===== src/rtl/df_pkg.sv =====
// rtl/df_pkg.sv - shared widths, Q0.8 coefficients and FSM encoding for the 4-tap FIR sequencer
package df_pkg;

  localparam int DF_DATA_W = 8;
  localparam int DF_NTAPS  = 4;
  localparam int DF_ACC_W  = 10;

  // Unsigned Q0.8 taps; they sum to 256 so the DC gain is unity.
  localparam logic [DF_DATA_W-1:0] DF_COEF [0:DF_NTAPS-1] = '{8'h1B, 8'h65, 8'h65, 8'h1B};

  typedef enum logic [1:0] {
    DF_IDLE = 2'd0,
    DF_MAC  = 2'd1,
    DF_DONE = 2'd2
  } df_state_t;

endpackage


===== src/rtl/df_mac.sv =====
// rtl/df_mac.sv - combinational tap product (optional DF_ROUND_EN rounding) with saturating accumulate
module df_mac
  import df_pkg::*;
#(
  parameter int DATA_W = DF_DATA_W,
  parameter int ACC_W  = DF_ACC_W
) (
  input  logic [DATA_W-1:0] i_x,
  input  logic [DATA_W-1:0] i_coef,
  input  logic [ACC_W-1:0]  i_acc,
  output logic [ACC_W-1:0]  o_acc
);

  logic [2*DATA_W-1:0] w_prod_full;
  logic [2*DATA_W-1:0] w_prod_rnd;
  logic [2*DATA_W-1:0] w_prod_sh;
  logic [ACC_W:0]      w_sum;

  assign w_prod_full = i_x * i_coef;

`ifdef DF_ROUND_EN
  // Round half up before dropping the fractional byte.
  assign w_prod_rnd = w_prod_full + (2*DATA_W)'(1 << (DATA_W - 1));
`else
  assign w_prod_rnd = w_prod_full;
`endif

  assign w_prod_sh = w_prod_rnd >> DATA_W;
  assign w_sum     = {1'b0, i_acc} + (ACC_W + 1)'(w_prod_sh);
  assign o_acc     = w_sum[ACC_W] ? '1 : w_sum[ACC_W-1:0];

endmodule


===== src/rtl/df_fir_sequencer.sv =====
// rtl/df_fir_sequencer.sv - time-multiplexed FIR: delay line, tap sequencing FSM, output register
// Rounding of each tap product is selected by DF_ROUND_EN inside df_mac.
module df_fir_sequencer
  import df_pkg::*;
#(
  parameter int DATA_W = DF_DATA_W,
  parameter int NTAPS  = DF_NTAPS,
  parameter int ACC_W  = DF_ACC_W
) (
  input  logic              clk,
  input  logic              rst,
  input  logic              in_valid,
  output logic              in_ready,
  input  logic [DATA_W-1:0] in_data,
  output logic              out_valid,
  input  logic              out_ready,
  output logic [DATA_W-1:0] out_data,
  output logic              busy
);

  localparam int PTR_W = $clog2(NTAPS);

  df_state_t r_state;
  df_state_t w_state_next;

  logic [DATA_W-1:0] r_delay [0:NTAPS-1];
  logic [PTR_W-1:0]  r_wr_ptr;
  logic [PTR_W-1:0]  r_k;
  logic [ACC_W-1:0]  r_acc;
  logic [DATA_W-1:0] r_out_data;

  logic [PTR_W-1:0]  w_tap_addr;
  logic [ACC_W-1:0]  w_acc_next;
  logic              w_last_tap;
  logic              w_accept;

  // wr_ptr already points past the newest sample, so tap k reads wr_ptr-1-k.
  assign w_tap_addr = r_wr_ptr - PTR_W'(1) - r_k;
  assign w_last_tap = (r_k == PTR_W'(NTAPS - 1));
  assign w_accept   = (r_state == DF_IDLE) && in_valid;

  df_mac #(
    .DATA_W(DATA_W),
    .ACC_W (ACC_W)
  ) u_mac (
    .i_x   (r_delay[w_tap_addr]),
    .i_coef(DATA_W'(DF_COEF[r_k])),
    .i_acc (r_acc),
    .o_acc (w_acc_next)
  );

  always_ff @(posedge clk) begin
    if (rst) begin
      r_state <= DF_IDLE;
    end else begin
      r_state <= w_state_next;
    end
  end

  always_comb begin
    w_state_next = r_state;
    case (r_state)
      DF_IDLE: if (in_valid)   w_state_next = DF_MAC;
      DF_MAC:  if (w_last_tap) w_state_next = DF_DONE;
      DF_DONE: if (out_ready)  w_state_next = DF_IDLE;
      default:                 w_state_next = DF_IDLE;
    endcase
  end

  always_comb begin
    in_ready  = 1'b0;
    out_valid = 1'b0;
    busy      = 1'b0;
    case (r_state)
      DF_IDLE: in_ready = 1'b1;
      DF_MAC:  busy     = 1'b1;
      DF_DONE: begin
        busy      = 1'b1;
        out_valid = 1'b1;
      end
      default: in_ready = 1'b0;
    endcase
  end

  always_ff @(posedge clk) begin
    if (rst) begin
      for (int i = 0; i < NTAPS; i++) r_delay[i] <= '0;
      r_wr_ptr   <= '0;
      r_k        <= '0;
      r_acc      <= '0;
      r_out_data <= '0;
    end else if (w_accept) begin
      r_delay[r_wr_ptr] <= in_data;
      r_wr_ptr          <= r_wr_ptr + PTR_W'(1);
      r_acc             <= '0;
      r_k               <= '0;
    end else if (r_state == DF_MAC) begin
      r_acc <= w_acc_next;
      r_k   <= r_k + PTR_W'(1);
      if (w_last_tap) begin
        r_out_data <= (w_acc_next > ACC_W'((1 << DATA_W) - 1)) ? '1 : w_acc_next[DATA_W-1:0];
      end
    end
  end

  assign out_data = r_out_data;

endmodule

===== config.mk =====
export PLATFORM = sky130hd
export DESIGN_NAME = df_fir_sequencer
export DESIGN_NICKNAME = d
export VERILOG_FILES = /design/src/rtl/df_pkg.sv /design/src/rtl/df_mac.sv /design/src/rtl/df_fir_sequencer.sv
export SDC_FILE = /design/constraint.sdc
export NUM_CORES = 1
export LEC_CHECK = 0
export CELL_PAD_IN_SITES_DETAIL_PLACEMENT = 1
export CELL_PAD_IN_SITES_GLOBAL_PLACEMENT = 1
export CORE_ASPECT_RATIO = 0.7
export CORE_MARGIN = 3
export CORE_UTILIZATION = 29
export DETAILED_ROUTE_END_ITERATION = 16
export PLACE_DENSITY_LB_ADDON = 0.1
export SLEW_MARGIN = 20
export SYNTH_ARGS = -nofsm -noshare
export SYNTH_HDL_FRONTEND = slang
export SYNTH_SLANG_ARGS = --single-unit

===== constraint.sdc =====
create_clock -name clk -period 16.5 [get_ports clk]
set_clock_uncertainty 0.05 [all_clocks]
set_input_delay 4.125 -clock clk [delete_from_list [all_inputs] [get_ports clk]]
set_output_delay 4.125 -clock clk [all_outputs]
set_load 0.03 [all_outputs]

* Word-level counts from Yosys, hierarchy flattened *
Memory sizes are Yosys's and may differ from the RTL's.
Index checks and enable logic that the tools add are counted.

word-level totals
  flip-flop bits (word level) = 24
  memory bits (writable) = 32
  input port bits = 12
  logic and storage cells = 49
  memories = 1

cells by class
  $add $sub $neg = 5
  multipliers = 1
  $lt $le $gt $ge = 2
  equal/unequal tests = 6
  muxes and demuxes = 20
  bitwise gates (word level) = 2
  reduce and logical (&&, ||, !) cells = 7

memories
  name     depth  width  read ports  clocked after memory_dff  write ports  RTL line                source
  r_delay  4      8      1           0                         4            df_fir_sequencer.sv:26  logic [DATA_W-1:0] r_delay [0:NTAPS-1];

operator list
  kind                   count
  $mux W8                4
  $bmux W8 S2            1
  $mul A8 B8 Y16         1
  $add A10 B8 Y11        1
  $gt A10 B8 Y1 const B  1
  $mux W10               1
  $mux W1                9
  $mux W2                4
  $reduce_or A8 Y1       1
  $ne A2 B2 Y1 const B   3
  $pmux W2 S3            1
  $reduce_and A3 Y1      2
  $add A2 B1 Y2 const B  2
  $eq A2 B2 Y1 const B   2
  $reduce_or A2 Y1       2
  $ge A3 B3 Y1 const B   1
  $not A2 Y3             1
  $eq A2 B1 Y1 const B   1
  $logic_not A2 Y1       1
  $sub A2 B1 Y2 const B  1
  $sub A2 B2 Y2          1
  $logic_and A1 B1 Y1    1
  $not A1 Y1             1

* Logic depth before layout (Yosys ltp) *
  word-level depth = 9
  mapped depth = 29
  mapped depth without buffers = 27

* Cells and area by module *
Synthesis repeated with hierarchy kept, for this count alone.

second synthesis, totals
  cell total of the unflattened synthesis = 477
  area, all modules = 5012.3 um2

modules (own cells, without submodules)
  module            times used  cells each  area an instance (um2)  sequential area each (um2)
  df_fir_sequencer  1           201         2620.0                  1441.4
  df_mac            1           276         2392.3                  0.0

* Worst setup path before layout *
Ideal clock, no wire load.

  path type = register to register
  from = register r_k[0]
  to = register r_out_data[0], in the netlist out_data[0]
  library setup time = 139 ps
  arrival = 6778 ps
  data required time = 16311 ps
  path slack = 9533 ps
  cell stages (with the launch flop) = 27
  path buffers = 1
  cell sequence = dfxtp_1 inv_1 ha_1 buf_4 mux4_2 and2b_1 inv_1 fa_1 inv_1 fa_1 fa_1 inv_1 fa_1 inv_1 ha_1 a21o_1 a221oi_1 nand2_1 a21oi_1 xnor2_1 ha_1 o21a_1 a2111oi_4 nor2_1 or4_4 o41ai_4 a211oi_1

on the way
  cells in the longest elaborated chain, start to end = 9
  elaborated cells on any way between the ends = 13
  those cells by class = 2 x add/sub; 1 x mul; 1 x order compare; 1 x eq/ne; 5 x mux; 1 x bitwise; 1 x reduce/logical; 1 x memory

ends and longest elaborated chain
  what                                                                    RTL line                 source
  from (decl)                                                             df_fir_sequencer.sv:28   logic [PTR_W-1:0] r_k;
  from (signal assigned)                                                  df_fir_sequencer.sv:99   r_k <= r_k + PTR_W'(1);
  parallel branches: the longest is 9 deep, another holds $mul A8 B8 Y16  --
  to (signal assigned)                                                    df_fir_sequencer.sv:101  r_out_data <= (w_acc_next > ACC_W'((1 << DATA_W) - 1)) ? '1 : w_acc_next[DATA_W-1:0];
  to (decl)                                                               df_fir_sequencer.sv:30   logic [DATA_W-1:0] r_out_data;

Parallel ways; which one is timed is not known. The select of a mux whose other input is x is not followed.
A chain may end at the register's enable or synchronous reset.

* Worst setup path after layout *
  from = register r_k[0]
  to = register r_out_data[2], in the netlist out_data[2]

Same word-level chain as after synthesis.

==> flow_summary_export.csv <==
group,metric,value,unit
die,rows,37,
layout,fin_area,5120,µm²
grt,antenna_found_initial,0,
detailed_routing,drtPass1Iterations,4,
logic_synthesis,synthXorXnorAreaFrac,4.16,%
grt,grt_max_degree,29,
clock_network,clk_latency,0.30,ns
worst_setup_path,r2r-end,"out_data[2]",
worst_setup_path,cp_max_fo,12,
outcome,status,"finished, final reports clean",
clock_network,cts_buffers,5,
worst_setup_path,worst-setup-path-type,"flop to flop",
timing,post-route-period-util,48.7,%
clock_network,post_cts_resized,0,
worst_setup_path,cp.required,16.59,ns
worst_setup_path,r2r-start,"r_k[0]",
worst_setup_path,reg2reg_setup_slack,8.47,ns
logic_synthesis,synth_top_family_by_area,"adder cells",
worst_setup_path,endpoint_kind,"flop",
timing,slew_viol_final,0,
timing,max_slew_margin,35.6,%
logic_synthesis,synth-edff-count,32,
detailed_routing,wire_per_inst,16.8,µm
logic_synthesis,yosysUniqueCellTypes,56,
placement,gp_congestion,0.803,
die,ios,23,
logic_synthesis,synth-seq-cells,56,
detailed_routing,postRouteAntennaNets,0,
clock_network,clockBufferDepth,2,
timing,rsz0062_at_grt,"false",
clock_network,cts-hold-fix-buffers,0,
run,maxCapViolCount,0,
timing,whs,0.458,ns
logic_synthesis,syn_inst,430,
worst_setup_path,crit_top_cell,"inv_1",
layout,diodes,0,
placement,pre_cts_ws,8.51,ns
logic_synthesis,yosys.area_share.simple,14.7,%
timing,worst_pin_slew,0.966,ns
grt,overflow,0,
timing,fin_setup_tns,0,ns
worst_setup_path,cpPeakStageDelay,0.73,ns
logic_synthesis,syn_nets,521,
logic_synthesis,synth_area,4540,µm²
detailed_routing,drt_wl_total,10800,µm
die,core,15000,µm²
logic_synthesis,avgSynthCellArea,10.6,µm²
logic_synthesis,synth_compound_area_share,12.3,%
die,die_w,156,µm
logic_synthesis,synthArstFlopShare,0,%
worst_hold_path,hp-start,"out_data[5]",
grt,grtUsageTotal,13.0,%
worst_hold_path,hp-class,"flop to flop",
detailed_routing,routed_via_density,4.77,
timing,max_freq,125,MHz
placement,place_area,4960,µm²
timing,setup_violations,0,
worst_setup_path,worstRegToRegCells,25,
timing,worst_slack,8.47,ns
layout,nNetsFinal,538,
timing,hold_viol,0,
clock_network,clk_pin_slew,0.08,ns
worst_hold_path,worstHoldEndpoint,"out_data[5]",
detailed_routing,first_iter_violations,101,
worst_setup_path,critPathArrivalTime,8.12,ns
detailed_routing,drc_errors,0,
worst_hold_path,hold_path_depth,2,
timing,fin_crit,8.03,ns
logic_synthesis,ys_seq_area_share,31.7,%
logic_synthesis,ys.flop_type,"edfxtp_1",
logic_synthesis,yosysWarnings,0,
logic_synthesis,synthAdderAreaFrac,25.9,%
clock_network,cts.sinks,56,
worst_setup_path,cpMaxStageDelayCell,"ha_1",
die,dieArea,17200,µm²
clock_network,root_buffer,"clkbuf_16",
placement,port_buffers,22,
logic_synthesis,synthDominantCellAreaShare,21.2,%
clock_network,cts_tree,"done",
logic_synthesis,synth_largest_area_cell,"edfxtp_1",
placement,hpwlAfterDp,8620,µm
grt,grt_first_pass_wirelength,17700,µm
die,start_util,30.3,%
logic_synthesis,yosys-top-cells-area,"edfxtp_1 (21%), ha_1 (15%), fa_1 (11%)",
clock_network,postCtsSetupRepairBufs,0,
die,die_h,111,µm
layout,layout_common_cells,"ha_1 (54), inv_1 (52), and2_1 (41)",
layout,syn_to_final_growth,12.7,%
detailed_routing,dr_total_vias,3066,
layout,final_common_cell,"ha_1",
grt,grt_pass1_vias,3226,
clock_network,cts_max_level,2,
worst_setup_path,worst_setup_path_start_kind,"flop",
layout,drive_gt1_share,6.70,%
logic_synthesis,synth_mux_area_share,5.51,%
## registers in the layout, indices dropped and copies added (netlist names)
| signal | flops |
|---|---|
| out_data | 8 |
| r_acc | 10 |
| r_delay | 32 |
| r_k | 2 |
| r_state | 2 |
| r_wr_ptr | 2 |
## worst max-delay path: cells and delay by family, from the launching register on
kind            cells  cell delay, ns
compound gates      9            2.46
xor+xnor            1            0.14
fa+ha+maj           7            3.33
buf+inv             5            0.35
flops               1            0.38
mux                 1            0.69
simple gates        2            0.44
## through the flow
| step | utilization, % | cells |
|---|---|---|
| 2_1_floorplan | - | 430 |
| 6_report | 34.1 | 643 |
| 3_3_place_gp | 33.1 | 635 |
| 5_1_grt | 34.1 | 643 |
| 4_1_cts | 34.1 | 643 |
| 3_5_place_dp | 33.1 | 635 |
## logic make-up after synthesis
group | after synthesis
simple gates | 123
fa+ha+maj | 79
compound gates | 71
buf+inv | 66
flops | 56
xor+xnor | 20
mux | 15
## cell usage after synthesis, drive strengths merged, types with 2 or more instances
cell type	n
a21oi	15
nor4	2
o211ai	3
ha	54
nor2b	6
nor3	3
nor4b	2
mux2i	7
nand2	11
o21bai	3
a21o	6
inv	52
xor2	9
a211oi	18
or2	3
nand2b	5
mux4	8
clkbuf	9
xnor2	10
o21ai	5
dfxtp	24
fa	25
nor2	37
and3	3
and2	41
buf	5
nand4	2
or4	2
o2111ai	3
edfxtp	32
o21a	5
o31ai	2
nand3	2
a311oi	2
## worst max-delay path by stage
| stage | from | endpoint | slack, ns |
|---|---|---|---|
| after floorplan | r_k[0] | out_data[0] | 9.53 |
| after global placement | r_k[0] | out_data[0] | 8.62 |
| after detailed placement | r_k[0] | out_data[3] | 8.51 |
| after CTS | r_k[0] | out_data[2] | 8.43 |
| after global routing | r_k[0] | out_data[2] | 7.86 |
| final | r_k[0] | out_data[2] | 8.47 |
## metal layers
layer | GRT usage (%) | share of wire (%) | wire (µm)
met1 | 21.2 | 57 | 6120
met2 | 18.0 | 41 | 4390
met3 | 1.60 | 1.8 | 195
met4 | 2.80 | 0.88 | 95
met5 | 0 | 0 | 0
## cell type report
| type | count | area (µm²) |
|---|---|---|
| multi-input combinational | 308 | 2850 |
| clock inverter | 3 | 27.5 |
| sequential | 56 | 1440 |
| clock buffer | 5 | 125 |
| timing repair buffer | 24 | 235 |
| inverter | 52 | 195 |
| tap | 195 | 244 |
| fill | 1680 | 9880 |
Power is not shown: default switching activity piles up to over one toggle a cycle in this logic, so the estimate is an artifact.
